### src/rtl/if_fetch_queue_if.sv
// Fetch-queue handshake bundle: pre-IF enqueue, inst-sram response, flush and ID-side delivery.
// master drives fetches/responses/flush and consumes instructions; slave is the queue itself.
interface if_fetch_queue_if #(
  parameter int DATA_W  = 32,
  parameter int VADDR_W = 32
);
  logic               pfs_valid;
  logic [VADDR_W-1:0] pfs_pc;
  logic               pfs_ex;
  logic [4:0]         pfs_exccode;
  logic               fs_allowin;
  logic               inst_data_ok;
  logic [DATA_W-1:0]  inst_rdata;
  logic               flush;
  logic               ds_allowin;
  logic               ds_valid;
  logic [DATA_W-1:0]  ds_inst;
  logic [VADDR_W-1:0] ds_pc;
  logic               ds_ex;
  logic [4:0]         ds_exccode;
  logic               fs_busy;

  modport master (
    output pfs_valid, pfs_pc, pfs_ex, pfs_exccode, inst_data_ok, inst_rdata, flush, ds_allowin,
    input  fs_allowin, ds_valid, ds_inst, ds_pc, ds_ex, ds_exccode, fs_busy
  );

  modport slave (
    input  pfs_valid, pfs_pc, pfs_ex, pfs_exccode, inst_data_ok, inst_rdata, flush, ds_allowin,
    output fs_allowin, ds_valid, ds_inst, ds_pc, ds_ex, ds_exccode, fs_busy
  );
endinterface

### src/rtl/if_fetch_queue.sv
// In-order IF fetch queue: up to DEPTH outstanding fetches, 0-cycle bypass from data_ok to ID.
// Backpressure: stalls pre-IF when full or flushing; returned instructions are held while ID stalls.
module if_fetch_queue #(
  parameter int DEPTH   = 4,
  parameter int DATA_W  = 32,
  parameter int VADDR_W = 32
) (
  input logic            clk,
  input logic            reset,
  if_fetch_queue_if.slave bus
);
  localparam int PW = $clog2(DEPTH);
  localparam int CW = $clog2(DEPTH + 1);

  logic [VADDR_W-1:0] pc_q   [DEPTH];
  logic               ex_q   [DEPTH];
  logic [4:0]         exc_q  [DEPTH];
  logic [DATA_W-1:0]  inst_q [DEPTH];
  logic               done_q [DEPTH];

  logic [PW-1:0] rd_ptr, wr_ptr, fill_ptr, scan_idx;
  logic [CW-1:0] count, cancel_cnt, outst;
  logic          fill_found, live_ok, fill_en, head_done, enq, deq;

  // Fill target is the oldest queued entry still waiting for its response.
  always_comb begin
    fill_ptr   = rd_ptr;
    fill_found = 1'b0;
    scan_idx   = rd_ptr;
    for (int i = 0; i < DEPTH; i++) begin
      scan_idx = rd_ptr + PW'(i);
      if (!fill_found && (CW'(i) < count) && !done_q[scan_idx]) begin
        fill_ptr   = scan_idx;
        fill_found = 1'b1;
      end
    end
  end

  assign live_ok        = bus.inst_data_ok && (cancel_cnt == '0);
  assign fill_en        = live_ok && fill_found;
  assign head_done      = done_q[rd_ptr];
  assign bus.fs_allowin = (count != CW'(DEPTH)) && !bus.flush;
  assign bus.ds_valid   = (count != '0) && !bus.flush &&
                          (head_done || (fill_en && (fill_ptr == rd_ptr)));
  assign bus.ds_inst    = ex_q[rd_ptr] ? '0 : (head_done ? inst_q[rd_ptr] : bus.inst_rdata);
  assign bus.ds_pc      = pc_q[rd_ptr];
  assign bus.ds_ex      = ex_q[rd_ptr];
  assign bus.ds_exccode = exc_q[rd_ptr];
  assign bus.fs_busy    = (count != '0) || (cancel_cnt != '0);

  assign enq = bus.pfs_valid && bus.fs_allowin;
  assign deq = bus.ds_valid && bus.ds_allowin;

  always_ff @(posedge clk) begin
    if (reset) begin
      rd_ptr     <= '0;
      wr_ptr     <= '0;
      count      <= '0;
      outst      <= '0;
      cancel_cnt <= '0;
    end else if (bus.flush) begin
      rd_ptr     <= '0;
      wr_ptr     <= '0;
      count      <= '0;
      outst      <= '0;
      // A response landing in the flush cycle pays for its own request.
      cancel_cnt <= cancel_cnt + outst - CW'(bus.inst_data_ok);
    end else begin
      if (enq) wr_ptr <= wr_ptr + PW'(1);
      if (deq) rd_ptr <= rd_ptr + PW'(1);
      count <= count + CW'(enq) - CW'(deq);
      outst <= outst + CW'(enq && !bus.pfs_ex) - CW'(fill_en);
      if (bus.inst_data_ok && (cancel_cnt != '0)) cancel_cnt <= cancel_cnt - CW'(1);
    end
  end

  always_ff @(posedge clk) begin
    if (enq) begin
      pc_q[wr_ptr]   <= bus.pfs_pc;
      ex_q[wr_ptr]   <= bus.pfs_ex;
      exc_q[wr_ptr]  <= bus.pfs_exccode;
      done_q[wr_ptr] <= bus.pfs_ex;
    end
    if (fill_en) begin
      inst_q[fill_ptr] <= bus.inst_rdata;
      done_q[fill_ptr] <= 1'b1;
    end
  end

  a_no_orphan_response: assert property (@(posedge clk) disable iff (reset)
    !(bus.inst_data_ok && (outst == '0) && (cancel_cnt == '0)));
endmodule

### src/flat_wrapper.sv
// flat-port wrapper written by rule: the top's interface ports become plain ports
module if_fetch_queue_flat 
#(
  parameter int DEPTH   = 4,
  parameter int DATA_W  = 32,
  parameter int VADDR_W = 32
)
  (clk, reset, bus_pfs_valid, bus_pfs_pc, bus_pfs_ex, bus_pfs_exccode, bus_inst_data_ok, bus_inst_rdata, bus_flush, bus_ds_allowin, bus_fs_allowin, bus_ds_valid, bus_ds_inst, bus_ds_pc, bus_ds_ex, bus_ds_exccode, bus_fs_busy);
  if_fetch_queue_if #(.DATA_W(DATA_W), .VADDR_W(VADDR_W)) bus_i ();
  input logic clk;
  input logic reset;
  input wire logic [$bits(bus_i.pfs_valid)-1:0] bus_pfs_valid;
  input wire logic [$bits(bus_i.pfs_pc)-1:0] bus_pfs_pc;
  input wire logic [$bits(bus_i.pfs_ex)-1:0] bus_pfs_ex;
  input wire logic [$bits(bus_i.pfs_exccode)-1:0] bus_pfs_exccode;
  input wire logic [$bits(bus_i.inst_data_ok)-1:0] bus_inst_data_ok;
  input wire logic [$bits(bus_i.inst_rdata)-1:0] bus_inst_rdata;
  input wire logic [$bits(bus_i.flush)-1:0] bus_flush;
  input wire logic [$bits(bus_i.ds_allowin)-1:0] bus_ds_allowin;
  output wire logic [$bits(bus_i.fs_allowin)-1:0] bus_fs_allowin;
  output wire logic [$bits(bus_i.ds_valid)-1:0] bus_ds_valid;
  output wire logic [$bits(bus_i.ds_inst)-1:0] bus_ds_inst;
  output wire logic [$bits(bus_i.ds_pc)-1:0] bus_ds_pc;
  output wire logic [$bits(bus_i.ds_ex)-1:0] bus_ds_ex;
  output wire logic [$bits(bus_i.ds_exccode)-1:0] bus_ds_exccode;
  output wire logic [$bits(bus_i.fs_busy)-1:0] bus_fs_busy;
  assign bus_i.pfs_valid = bus_pfs_valid;
  assign bus_i.pfs_pc = bus_pfs_pc;
  assign bus_i.pfs_ex = bus_pfs_ex;
  assign bus_i.pfs_exccode = bus_pfs_exccode;
  assign bus_i.inst_data_ok = bus_inst_data_ok;
  assign bus_i.inst_rdata = bus_inst_rdata;
  assign bus_i.flush = bus_flush;
  assign bus_i.ds_allowin = bus_ds_allowin;
  assign bus_fs_allowin = bus_i.fs_allowin;
  assign bus_ds_valid = bus_i.ds_valid;
  assign bus_ds_inst = bus_i.ds_inst;
  assign bus_ds_pc = bus_i.ds_pc;
  assign bus_ds_ex = bus_i.ds_ex;
  assign bus_ds_exccode = bus_i.ds_exccode;
  assign bus_fs_busy = bus_i.fs_busy;
  if_fetch_queue #(.DEPTH(DEPTH), .DATA_W(DATA_W), .VADDR_W(VADDR_W)) u_core (.clk(clk), .reset(reset), .bus(bus_i));
endmodule
### config.mk
export PLATFORM = sky130hd
export DESIGN_NAME = if_fetch_queue_flat
export DESIGN_NICKNAME = d
export VERILOG_FILES = /design/src/rtl/if_fetch_queue_if.sv /design/src/rtl/if_fetch_queue.sv /design/src/flat_wrapper.sv
export SDC_FILE = /design/constraint.sdc
export NUM_CORES = 1
export LEC_CHECK = 0
export BUFFER_PORTS_ARGS = -buffer_cell sky130_fd_sc_hd__buf_4
export CAP_MARGIN = 30
export CORE_MARGIN = 10
export CORE_UTILIZATION = 30
export DETAILED_ROUTE_END_ITERATION = 12
export SLEW_MARGIN = 10
export SYNTH_ARGS = -nofsm -noshare
export SYNTH_HDL_FRONTEND = slang
export SYNTH_SLANG_ARGS = --single-unit
### constraint.sdc
create_clock -name clk -period 10 [get_ports clk]
set_input_delay 2 -clock clk [delete_from_list [all_inputs] [get_ports clk]]
set_output_delay 2 -clock clk [all_outputs]
set_load 0.03 [all_outputs]
Yosys cells after proc, flatten, opt, wreduce, memory -nomap -nowiden
Memories as Yosys holds them, arrays and structs flattened. A register that Yosys moved wholly into a read port is not among the register bits.
Cells that the tools add are included.
{ "word_totals": {"output_inout_bits": 73, "ram_bits": 284, "wordCells": 85, "memories": 5, "register_bits": 13} }
{ "op_classes": {"muxes": 25, "eq_ne": 2, "reduce_logical": 33, "magnitude_cmp": 4, "add_sub_neg": 11} }
{ "mem_list": {"columns": ["name", "words", "width", "rd", "rd_ports_with_merged_regs", "wr", "line_no", "text"], "rows": [
  ["u_core.inst_q", 4, 32, 1, 1, 1, "if_fetch_queue.sv:18", "logic [DATA_W-1:0] inst_q [DEPTH];"],
  ["u_core.pc_q", 4, 32, 1, 1, 1, "if_fetch_queue.sv:15", "logic [VADDR_W-1:0] pc_q [DEPTH];"],
  ["u_core.exc_q", 4, 5, 1, 1, 1, "if_fetch_queue.sv:17", "logic [4:0] exc_q [DEPTH];"],
  ["u_core.done_q", 4, 1, 4, 1, 2, "if_fetch_queue.sv:19", "logic done_q [DEPTH];"],
  ["u_core.ex_q", 4, 1, 1, 1, 1, "if_fetch_queue.sv:16", "logic ex_q [DEPTH];"]
]} }
{ "op_table": {"columns": ["op", "count"], "rows": [
  ["32-bit 2-to-1 mux", 2],
  ["2-bit 2-to-1 mux", 13],
  ["1-bit logical AND", 17],
  ["1-bit logical NOT", 9],
  ["3-bit by 1-bit subtractor with 3-bit output", 3],
  ["1-bit 2-to-1 mux", 8],
  ["3-bit by 1-bit adder with 3-bit output", 2],
  ["1-bit by 3-bit less-than comparator with 1-bit output (first input constant)", 2],
  ["2-bit by 3-bit less-than comparator with 1-bit output (first input constant)", 2],
  ["3-bit 2-to-1 mux", 2],
  ["3-bit nonzero test", 2],
  ["2-bit by 1-bit adder with 2-bit output (second input constant)", 2],
  ["2-bit adder (second input constant)", 2],
  ["3-bit adder", 1],
  ["3-bit logical NOT", 1],
  ["3-bit != test (second input constant)", 1],
  ["3-bit by 1-bit subtractor with 3-bit output (second input constant)", 1],
  ["2-bit == test", 1],
  ["1-bit logical OR", 2],
  ["2-bit nonzero test", 1],
  ["2-bit OR reduction", 1]
]} }

Logic depth before layout (Yosys ltp)
{ "depth": {"ltp_word": 22, "ltp_mapped": 16, "mapped_depth_nobuf": 15} }

Worst setup path after synthesis
OpenSTA, ideal clock, no wires.
{ "synth_path": {"path_type": "in2reg", "start": "input bus_inst_data_ok", "end": "memory u_core.inst_q[2][0] (enable)", "path_slack_ps": 5165, "t_arrival_ps": 4374, "t_required_ps": 9539, "cell_stages": 2, "setup_ps": 461, "cell_sequence": "nand2_1 nor3_1"} }
{ "synth_between": {"elab_chain_len": 4} }
{ "synth_rtl": {"columns": ["element", "line_no", "text"], "rows": [
  ["start: declaration", "flat_wrapper.sv:16", "input wire logic [$bits(bus_i.inst_data_ok)-1:0] bus_inst_data_ok;"],
  ["1-bit logical AND", "if_fetch_queue.sv:39", "assign live_ok = bus.inst_data_ok && (cancel_cnt == '0);"],
  ["1-bit logical AND", "if_fetch_queue.sv:40", "assign fill_en = live_ok && fill_found;"],
  ["1-bit 2-to-1 mux", "if_fetch_queue.sv:84", "if (fill_en) begin"],
  ["1-bit 2-to-1 mux (implied by the code)", "if_fetch_queue.sv:85", "inst_q[fill_ptr] <= bus.inst_rdata;"],
  ["end: declaration", "if_fetch_queue.sv:18", null]
]} }
Every way passes these cells.

==> reports/metrics.cfg <==
[grt]
track_usage_pct=11.03
grt_util_met3_pct=3.058
grt_antenna_before_repair=1
grt_first_pass_wirelength_mm=40.46
met1_usage_pct=13.87
grt_pass1_vias=6796
overflow=0
grt_max_degree=42
met2_usage_pct=18.02
busiest_layer=met2

[pwr]
pwr-share-clk_pct=42.6
powerDensity_nw_per_um2=198.6
switching_power_w=0.0006763
irDropWorstVdd_mv=0.1155
internal_power_w=0.002282
netSwitchingFraction_pct=22.86
leakage_nw=4.970
pwr-share-comb_pct=9.9
p_seq_share_pct=47.5

[drt]
wl_per_cell_um=19.65
first_iter_violations=442
firstDrtPassIters=5
post_drt_via_cell_ratio=4.665
finalWirelength_mm=26.67
route.detailed.drc=0
ant_nets=0
vias=6330

[synthesis]
seq_area_frac_synth_pct=73.17
yosysWarnings=0
synth_top_area_share_pct=70.00
netlist_instances=644
syn_area_um2=12010
synth-edff-count=280
syn_avg_cell_area_um2=18.65
synth_flop_cell=edfxtp_1
synth_area_leaders=edfxtp_1, mux4_2, dfxtp_1
synth_nets=738
synth_cell_types=47
async_reset_ff_share_pct=0
ys_ff_latch=299
synth_top_area_cell=edfxtp_1

[die]
rows=73
initial_core_util_pct=30.30
pin_count=149
die_w_um=220.1
dieArea_um2=48440
core_um2=39640
die_h_um=220.1

[timing]
finalHoldViolations=0
setup_ws_ns=4.874
max_freq_ghz=0.1951
slew_violations=0
maxSlewHeadroom_pct=34.00
worst_pin_slew_ns=0.9747
clock_skew_ns=0.01076
rsz0062_at_grt=false
setup_viol=0
finalCriticalPeriod_ns=5.126
period_share_pct=51.26
finalSetupTns_ns=0

[outcome]
status=completed

[clock_tree]
cts_hold_buf=0
numCtsBuffers=34
htree_levels=2
clk_pin_slew_ns=0.06
cts-resized-gates=0
clock-sinks=299
postCtsSetupBuffers=0
cts_tree=done
cts-root-buf=clkbuf_16
cts.path.max_buffers=3
worstSkewPairLatency_ns=0.52

[final_layout]
nets=899
drive_gt1_share_pct=35.86
syn_to_final_growth_pct=24.00
layout.cells.non_filler=1357
nFillCells=3697
layout_commonest_cell=edfxtp_1
multi_input_area_um2=3040
register_area_um2=8796
layout_common_cells=edfxtp_1, buf_4, nand2_1, mux4_2, clkbuf_16

[place]
place_ws_ns=5.259
hpwlAfterDp_mm=16.38
port_buffers=148
globalplace.congestion=0.7508
dp.cells=1294

[setup_path]
critPathKind=register to output port
cp.required_ns=8.00
cp_slowest_stage_delay_ns=0.81
cp_max_fo=40
cp_slowest_cell=dfxtp_4
path_cells=buf_4 -> mux4_2 -> nand2_1 -> a21oi_1 -> buf_4
crit_top_cell=buf_4
worstSetupEndpointType=output port
cp-start-kind=register
cp.arrival_ns=3.13

[hold_path]
hold_class=register to register

[run]
maxCapViolCount=0

==> layout make-up <==
type                    instances  area share (%)
diodes                          1         0.01680
clock buffers                  47           6.468
clock inverters                15           1.218
inverters                      16          0.4032
multi-input cells             295           20.41
flip-flops and latches        299           59.06
well taps                     525           4.410
repair buffers                159           8.014
==> power groups by stage <==
stage,clock network [W],registers [W],logic (W)
after floorplan,0,0.00143,0.000178
after detailed placement,0,0.00143,0.000298
after global placement,0,0.00143,0.000295
after CTS,0.00130,0.00141,0.000300
after global routing,0.00135,0.00141,0.000321
final,0.00126,0.00140,0.000292
==> final timing paths <==
check	end	cells after the start	start	slack, ns
setup / recovery	bus_ds_inst[11]	5	register	4.87
hold / removal	u_core.cancel_cnt[2]	2	u_core.cancel_cnt[2]	0.52
setup reg to reg	u_core.outst[2]	12	register	6.19
hold reg to reg	u_core.cancel_cnt[2]	2	u_core.cancel_cnt[2]	0.52
==> kinds of logic after synthesis <==
logic type | count (synthesis) | share of synthesized area, %
and+or+nand+nor | 123 | 4.531
adders and majority gates | 18 | 2.063
AOI/OAI and AO/OA | 60 | 3.135
buffers and inverters | 50 | 1.802
DFF | 299 | 73.17
xor gates and xnor gates | 12 | 0.9375
muxes | 82 | 14.36
==> synth_stat cells (3+ instances only) <==
master    number
ha_1          15
nand3_1        3
nor2_1        19
mux2i_1        7
xnor2_1        5
mux2_2         3
dfxtp_1       19
edfxtp_1     280
o21ai_1        3
and3_1         4
buf_2         11
nor2b_1        5
fa_1           3
nand2b_1       3
a21oi_1       36
and2_1         4
clkbuf_1      20
xor2_1         6
nor3_1         3
a31oi_1        4
inv_1         16
mux4_2        72
o31ai_1        3
nand2_1       74
==> layer usage <==
metal,wire length [um],share of wire (%)
met1,11070,42
met2,13270,50
met3,1736,6.5
met4,598,2.2
met5,0,0
==> critical path: cells and delay by family, from the launching register on <==
kind,cells,cell delay (ns)
multiplexers,1,0.61
AND/OR/NAND/NOR,1,0.08
buffers and inverters,2,1.00
flip-flops,1,0.81
AO/OA/AOI/OAI,1,0.07
==> metrics by stage <==
stage	power, W	cell area, um^2	hold WS, ns	utilization (%)
6_report	0.002958	14890	0.5194	37.57
5_1_grt	0.003082	14890	0.5638	37.57
4_1_cts	0.003008	14890	0.5275	37.57
3_5_place_dp	0.001729	13750	0.5016	34.68
3_3_place_gp	0.001726	13750	0.4996	34.68
2_1_floorplan	0.001606	12010	0.4797	-
==> registers in the layout, indices dropped and copies added (netlist names), named ones only <==
signal             cells
u_core.rd_ptr          2
u_core.inst_q        128
u_core.outst           3
u_core.ex_q            4
u_core.exc_q          20
u_core.count           3
u_core.cancel_cnt      3
u_core.wr_ptr          2
u_core.done_q          4
u_core.pc_q          128
(Power assumes the default switching activity.)
